==> config.mk <==
export PLATFORM = sky130hd
export DESIGN_NAME = is_uart_rx_buf
export DESIGN_NICKNAME = d
export VERILOG_FILES = /design/src/rtl/is_pkg_uart_controller.sv /design/src/rtl/is_uart_fifo.sv /design/src/rtl/is_uart_rx_buf.sv
export SDC_FILE = /design/constraint.sdc
export NUM_CORES = 1
export LEC_CHECK = 0
export CORE_MARGIN = 2
export CORE_UTILIZATION = 61
export CTS_BUF_LIST = sky130_fd_sc_hd__clkbuf_2
export DETAILED_ROUTE_END_ITERATION = 8
export GPL_TIMING_DRIVEN = 0
export MAX_ROUTING_LAYER = met4
export PLACE_DENSITY = 0.91
export SLEW_MARGIN = 10
export SYNTH_ARGS = -nofsm -noshare
export SYNTH_HDL_FRONTEND = slang
export SYNTH_SLANG_ARGS = --single-unit
==> constraint.sdc <==
create_clock -name clk_i -period 3 [get_ports clk_i]
set_clock_uncertainty 0.2 [all_clocks]
set_input_delay 0.6 -clock clk_i [delete_from_list [all_inputs] [get_ports clk_i]]
set_output_delay 0.6 -clock clk_i [all_outputs]
set_load 0.01 [all_outputs]
==> src/rtl/is_pkg_uart_controller.sv <==
// Shared UART frame layout and types for the RX/TX datapath.
package is_pkg_uart_controller;

    localparam int UART_FRAME_W  = 10;
    localparam int FRM_START_BIT = 0;
    localparam int FRM_DATA_LSB  = 1;
    localparam int FRM_DATA_MSB  = 8;
    localparam int FRM_STOP_BIT  = 9;

    typedef logic [UART_FRAME_W-1:0]              uart_frame_t;
    typedef logic [FRM_DATA_MSB-FRM_DATA_LSB:0]   uart_byte_t;

    // A frame is good when the start bit is low and the stop bit is high.
    function automatic logic frame_ok(input uart_frame_t f);
        return !f[FRM_START_BIT] && f[FRM_STOP_BIT];
    endfunction

    // Payload byte with start/stop stripped, LSB-first order preserved.
    function automatic uart_byte_t frame_data(input uart_frame_t f);
        return f[FRM_DATA_MSB:FRM_DATA_LSB];
    endfunction

endpackage

==> src/rtl/is_uart_fifo.sv <==
// First-word-fall-through byte FIFO: storage, wrapping pointers, occupancy.
// A push into a full FIFO is accepted only when a pop frees a slot in the
// same cycle; otherwise it is discarded and flagged on drop.
module is_uart_fifo
    import is_pkg_uart_controller::*;
#(
    parameter int DEPTH = 16
) (
    input  logic                     clk,
    input  logic                     rst,
    input  logic                     push,
    input  uart_byte_t               push_data,
    input  logic                     pop,
    output logic                     valid,
    output uart_byte_t               data,
    output logic [$clog2(DEPTH):0]   count,
    output logic                     drop
);

    localparam int AW = $clog2(DEPTH);
    localparam int CW = AW + 1;

    uart_byte_t           mem [DEPTH];
    logic [AW-1:0]        wp;
    logic [AW-1:0]        rp;
    logic [CW-1:0]        cnt;
    logic                 empty;
    logic                 full;
    logic                 do_push;
    logic                 do_pop;

    assign empty   = (cnt == '0);
    assign full    = (cnt == CW'(DEPTH));
    assign do_pop  = pop && !empty;
    assign do_push = push && (!full || do_pop);
    assign drop    = push && full && !do_pop;

    // Outputs come only from registered state, so there is no input-to-output path.
    assign valid = !empty;
    assign data  = empty ? '0 : mem[rp];
    assign count = cnt;

    // Storage write; contents need no reset.
    always_ff @(posedge clk) begin
        if (do_push)
            mem[wp] <= push_data;
    end

    // Pointers wrap naturally at DEPTH (power of two); occupancy tracked separately.
    always_ff @(posedge clk or posedge rst) begin
        if (rst) begin
            wp  <= '0;
            rp  <= '0;
            cnt <= '0;
        end else begin
            if (do_push)
                wp <= wp + AW'(1);
            if (do_pop)
                rp <= rp + AW'(1);
            case ({do_push, do_pop})
                2'b10:   cnt <= cnt + CW'(1);
                2'b01:   cnt <= cnt - CW'(1);
                default: cnt <= cnt;
            endcase
        end
    end

endmodule

==> src/rtl/is_uart_rx_buf.sv <==
// Receive buffer between the RX FSM and the TX FSM (echo path): checks
// frames, queues payload bytes, and keeps error/drop statistics.
module is_uart_rx_buf
    import is_pkg_uart_controller::*;
#(
    parameter int DEPTH = 16,
    parameter int CNT_W = 8
) (
    input  logic                    clk_i,
    input  logic                    rst_i,
    input  logic                    rx_data_en_i,
    input  uart_frame_t             rx_data_t_i,
    output logic                    tx_rdy_t_o,
    output uart_byte_t              tx_data_t_o,
    input  logic                    tx_rdy_r_i,
    input  logic                    clr_i,
    output logic [$clog2(DEPTH):0]  fifo_cnt_o,
    output logic [CNT_W-1:0]        frame_err_cnt_o,
    output logic [CNT_W-1:0]        drop_cnt_o,
    output logic                    ovf_o
);

    logic frame_good;
    logic frame_bad;
    logic drop;

    assign frame_good = rx_data_en_i &&  frame_ok(rx_data_t_i);
    assign frame_bad  = rx_data_en_i && !frame_ok(rx_data_t_i);

    // The FIFO ignores pop while empty, so ready can be passed straight through.
    is_uart_fifo #(.DEPTH(DEPTH)) u_fifo (
        .clk       (clk_i),
        .rst       (rst_i),
        .push      (frame_good),
        .push_data (frame_data(rx_data_t_i)),
        .pop       (tx_rdy_r_i),
        .valid     (tx_rdy_t_o),
        .data      (tx_data_t_o),
        .count     (fifo_cnt_o),
        .drop      (drop)
    );

    // Saturating statistics and sticky overflow; clear beats a same-cycle increment.
    always_ff @(posedge clk_i or posedge rst_i) begin
        if (rst_i) begin
            frame_err_cnt_o <= '0;
            drop_cnt_o      <= '0;
            ovf_o           <= 1'b0;
        end else if (clr_i) begin
            frame_err_cnt_o <= '0;
            drop_cnt_o      <= '0;
            ovf_o           <= 1'b0;
        end else begin
            if (frame_bad && (frame_err_cnt_o != '1))
                frame_err_cnt_o <= frame_err_cnt_o + CNT_W'(1);
            if (drop && (drop_cnt_o != '1))
                drop_cnt_o <= drop_cnt_o + CNT_W'(1);
            if (drop)
                ovf_o <= 1'b1;
        end
    end

endmodule

Yosys cells after proc, flatten, opt, wreduce, memory -nomap -nowiden
Memory sizes are Yosys's and may differ from the RTL's.
Index checks and enable logic that the tools add are counted.
Widths: inputs -> output; s select.
Storage, ports and cells
  bits in registers: 30
  output and inout port bits: 31
  memories kept: 1
  logic and storage cells: 48
  bits in writable memories: 128
Memories
  u_fifo.mem: words 16, width 8, rd ports 1, clocked after memory_dff 0, wr ports 1, RTL line is_uart_fifo.sv:23  | uart_byte_t mem [DEPTH];
Operators by class
  reduce and logical (&&, ||, !) cells: 20
  equal/unequal tests: 5
  $add $sub $neg: 6
  multiplexer cells: 10
Operators by type and width (number)
  $mux 8: 5
  $add 8x1->8 const B: 2
  $ne 8x8->1 const B: 2
  $pmux 5 s2: 1
  $logic_and 1x1->1: 9
  $add 4x1->4 const B: 2
  $reduce_bool 2->1: 4
  $add 5x1->5 const B: 1
  $eq 5x5->1 const B: 1
  $logic_not 1->1: 5
  $logic_not 5->1: 1
  $sub 5x1->5 const B: 1
  $mux 1: 4
  $eq 2x1->1 const B: 1
  $eq 2x2->1 const B: 1
  $logic_or 1x1->1: 1

Longest topological paths before layout
  depth after elaboration: 8
  depth in mapped cells: 9
  mapped depth without buffers: 8

Modules after synthesis
A second synthesis with hierarchy kept.
Second synthesis, totals
  cells, all modules: 398
  area total of the unflattened synthesis: 6713.9 um2
Modules (own cells, without submodules)
  is_uart_fifo: area each 5784.3 um2, cells an instance 298, instances 1
  is_uart_rx_buf: area each 929.6 um2, cells an instance 100, instances 1

Worst setup path before layout
Ideal clock, no wire load.
  kind: in2reg
  start point: in rx_data_t_i[0]
  end point: mem u_fifo.mem[3][0] (netlist name) (enable)
  data arrival time: 2.012 ns
  slack: 0.405 ns
  cell stages on the path: 4
  data required time: 2.417 ns
  cells stage by stage: nand3b_1 -> a21oi_1 -> nand2_1 -> nor3_1
Between the ends
  cells in the longest elaborated chain, start to end: 6
Ends and longest elaborated chain
  start, declared: RTL line is_uart_rx_buf.sv:12  | input uart_frame_t rx_data_t_i,
  $logic_not 1->1: RTL line is_pkg_uart_controller.sv:15  | return !f[FRM_START_BIT] && f[FRM_STOP_BIT];
  $logic_and 1x1->1: RTL line is_pkg_uart_controller.sv:15
  $logic_and 1x1->1: RTL line is_uart_rx_buf.sv:27  | assign frame_good = rx_data_en_i && frame_ok(rx_data_t_i);
  $logic_and 1x1->1: RTL line is_uart_fifo.sv:35  | assign do_push = push && (!full || do_pop);
  $mux 1: RTL line is_uart_fifo.sv:45  | if (do_push)
  $mux 1 (not written as such): RTL line is_uart_fifo.sv:46  | mem[wp] <= push_data;
  end, declared: RTL line is_uart_fifo.sv:23
No other way between the ends.

Worst setup path after layout
  start point: reg u_fifo.rp[0]
  end point: out tx_data_t_o[1]
Between the ends
  cells in the longest elaborated chain, start to end: 2
Ends and longest elaborated chain
  start, declared: RTL line is_uart_fifo.sv:25  | logic [AW-1:0] rp;
  start signal, assigned: RTL line is_uart_fifo.sv:59  | rp <= rp + AW'(1);
  $mem_v2 16x8
  $mux 8: RTL line is_uart_fifo.sv:40  | assign data = empty ? '0 : mem[rp];
  end, declared: RTL line is_uart_rx_buf.sv:14  | output uart_byte_t tx_data_t_o,
No other way between the ends.

==> flow_summary.json <==
{
  "run_status": "complete, but fails checks",
  "violations": "negative setup slack",
  "hpwl_um": 9149,
  "worstHoldPathType": "input port to async pin",
  "vias": 3954,
  "layout-drive-gt1-share_pct": 26.46,
  "netlist_instances": 394,
  "cts.path.max_buffers": 2,
  "period_needed_ns": 3.279,
  "timing.final.max_slew_violations": 0,
  "final_cell_mix": "edfxtp_1 (128), clkdlybuf4s50_1 (36), mux4_2 (32)",
  "finalNetCount": 491,
  "muxShareOfSynthArea_pct": 14.42,
  "cts_tree": "built",
  "fillers": 645,
  "gr-max-usage-layer": "met2",
  "finalCritPeriodShare_pct": 109.3,
  "cp_data_arrival_time_ns": 2.48,
  "cellLeakagePower_nw": 2.644,
  "crit_path_frequent_cell": "buf_12",
  "place.gp.congestion": 0.8220,
  "critPathSlowestCell": "mux4_2",
  "cts_root_buf": "clkbuf_2",
  "worst_setup_path_end_kind": "primary output",
  "synth_flop_cell": "edfxtp_1",
  "relSlewSlack_pct": 41.26,
  "tightest_slew_ns": 0.8779,
  "cts_num_sinks": 158,
  "start_util_pct": 61.76,
  "synth_compound_area_share_pct": 4.487,
  "io_pins": 46,
  "async_flop_share_pct": 18.99,
  "cp.required_ns": 2.20,
  "rows": 38,
  "synth.ff_latch_count": 158,
  "insertion_delay_ns": 0.69,
  "route.detailed.drc": 0,
  "synth_top_family_by_area": "multiplexers",
  "wl_per_cell_um": 24.02,
  "drt_first_pass_iters": 5,
  "synth_warnings": 0,
  "hold_viol": 0,
  "start_kind": "flip-flop",
  "dieArea_um2": 11730,
  "drtIter0Drc": 386,
  "fin_hold_ws_ns": 0.09301,
  "synthAdderAreaFrac_pct": 1.697,
  "grt_usage_pct": 27.30,
  "clkSlewWorstSetupHoldPaths_ns": 0.22,
  "cpPeakStageDelay_ns": 0.55,
  "grt_start_max_net_pins": 31,
  "grt_pass1_wl_um": 22210,
  "syn_area_um2": 6636,
  "via_per_inst": 6.377,
  "fmax_ghz": 0.3049,
  "globalRouteOverflowTotal": 0,
  "final_util_pct": 72.30,
  "antenna_found_initial": 0,
  "die_w_um": 108.3,
  "yosysSeqAreaShare_pct": 69.23,
  "yosys.area_share.simple_pct": 6.900,
  "core_um2": 10750,
  "ir_drop_v": 0.0004470,
  "numCtsBuffers": 17,
  "n_antenna_cell": 0,
  "port_buffers": 45,
  "crit_chain": "buf_12 > buf_12 > mux4_2 > mux2i_4 > o22ai_2 > buf_2",
  "grt_use_met2_pct": 43.40,
  "die_h_um": 108.3,
  "met3_usage_pct": 6.751,
  "final_antenna_net_count": 0,
  "setup_slack_ns": -0.2794,
  "critical_path.top_delay_family": "multiplexers",
  "grt_setup_unrepaired": "true",
  "syn-num-nets": 418,
  "htreeDepth": 4,
  "synth_edf_count": 128,
  "worstPathBufferInverterCount": 3,
  "critPathMaxFanout": 5,
  "yosys.cell_types.count": 43,
  "final_common_cell": "edfxtp_1",
  "routed_wl_um": 14890,
  "total_power_mw": 6.213,
  "pwr_density_cell_nw_per_um2": 799.8,
  "setup_viol_count_final": 8,
  "avgSynthCellArea_um2": 16.84,
  "synth-xor-area-share_pct": 1.452,
  "crit_type": "flip-flop to primary output",
  "cap_violations": 0,
  "area_growth_pct": 17.06,
  "grt_use_met1_pct": 35.30,
  "grt_pass1_vias": 3898
}
==> sequential cells by signal, summed over array words and instances, names as in the netlist <==
signal,count
drop_cnt_o,8
frame_err_cnt_o,8
ovf_o,1
u_fifo.count,5
u_fifo.mem,128
u_fifo.rp,4
u_fifo.wp,4
==> metal layers <==
| layer | routed length (um) | vias to the layer above |
|---|---|---|
| met5 | 0 | - |
| met4 | 371 | 0 |
| met3 | 1348 | 33 |
| met2 | 7561 | 224 |
| met1 | 5612 | 1983 |
| li1 | - | 1714 |
==> worst register-to-register path, stage by stage (launching register included) <==
cell and delay, ns:
dfrtp_1 0.44, buf_6 0.14, or4_1 0.57, o211ai_2 0.30, inv_1 0.10, ha_1 0.33, a31oi_1 0.30, a211oi_1 0.10
a21oi_1 0.14, o31ai_1 0.09
==> per-stage QoR <==
step,setup TNS [ns],setup WS (ns),std cells,cell area (um^2)
after floorplan,0,0.4048,394,6636
after global placement,-45.12,-0.6831,579,7262
after detailed placement,-52.50,-0.7449,579,7267
after CTS,-2.208,-0.3172,616,7656
after global routing,-2.960,-0.3989,620,7769
final,-1.890,-0.2794,620,7769
==> cells in the mapped netlist (2+ instances only) <==
library cell  count  area (um^2)
a21oi_1          11        55.05
a2bb2oi_1         2        17.52
a31oi_1           2        12.51
buf_1             3        11.26
buf_2             6        30.03
clkbuf_1          9        33.78
dfrtp_1          30        750.7
edfxtp_1        128         3844
ha_1              9        112.6
inv_1             9        33.78
mux2_2            5        56.30
mux2i_1          18        180.2
mux4_2           32        720.7
nand2_1          17        63.81
nand2b_1          4        25.02
nand3_1          10        50.05
nand4_1           3        18.77
nor2_1           24        90.09
nor2b_1           4        25.02
nor3_1            5        25.02
nor4_1            3        18.77
o21ai_0          10        50.05
o22ai_1           8        50.05
o31a_1            2        17.52
o31ai_1           4        30.03
or3_1             5        31.28
or4_1             5        37.54
or4bb_1           2        22.52
xnor2_1           7        61.31
xor2_1            4        35.03
==> kinds of logic (layout without fill, tap and decap cells) <==
family	after synthesis	count (layout)
AOI/OAI and AO/OA	46	46
xor gates and xnor gates	11	11
adders and majority gates	9	9
buffers and inverters	28	114
DFF	158	158
muxes	55	55
and+or+nand+nor	87	87
==> where the power goes <==
part | internal [mW] | switching (mW) | total (mW) | leakage [nW]
clock | 0.290 | 0.749 | 1.04 | 0.113
combinational | 1.30 | 1.17 | 2.47 | 0.993
sequential | 2.52 | 0.185 | 2.70 | 1.54
total | 4.10 | 2.11 | 6.21 | 2.64
==> area by class of cell <==
cell class	instances	area, um^2	area share (%)
repair buffers	57	584.3	7.521
clock inverters	15	123.9	1.594
flip-flops and latches	158	4601	59.22
inverters	9	33.78	0.4349
clock buffers	17	85.08	1.095
plain buffers	16	142.6	1.836
multi-input cells	208	2023	26.04
well taps	140	175.2	2.255
==> final timing paths <==
kind	startpoint	endpoint	slack [ns]	depth (start not counted)
max in group asynchronous	rst_i	u_fifo.rp[0]	2.03	2
worst min-delay path	rst_i	frame_err_cnt_o[4]	0.09	2
worst max-delay path	u_fifo.rp[0]	tx_data_t_o[1]	-0.28	6
worst min register to register	ovf_o	ovf_o	0.34	2
min in group clk_i	clr_i	drop_cnt_o[3]	0.34	3
worst max register to register	u_fifo.count[1]	u_fifo.count[4]	0.19	9
==> what timing repair did <==
item                       4_1_cts  5_1_grt
pin swaps                        4        6
gates cloned                     1        3
hold buffers                     0        0
gates resized for setup         71       12
setup endpoints to repair       33       37
setup buffers                    7        3
No activity file was read; power rests on OpenSTA's default activity.
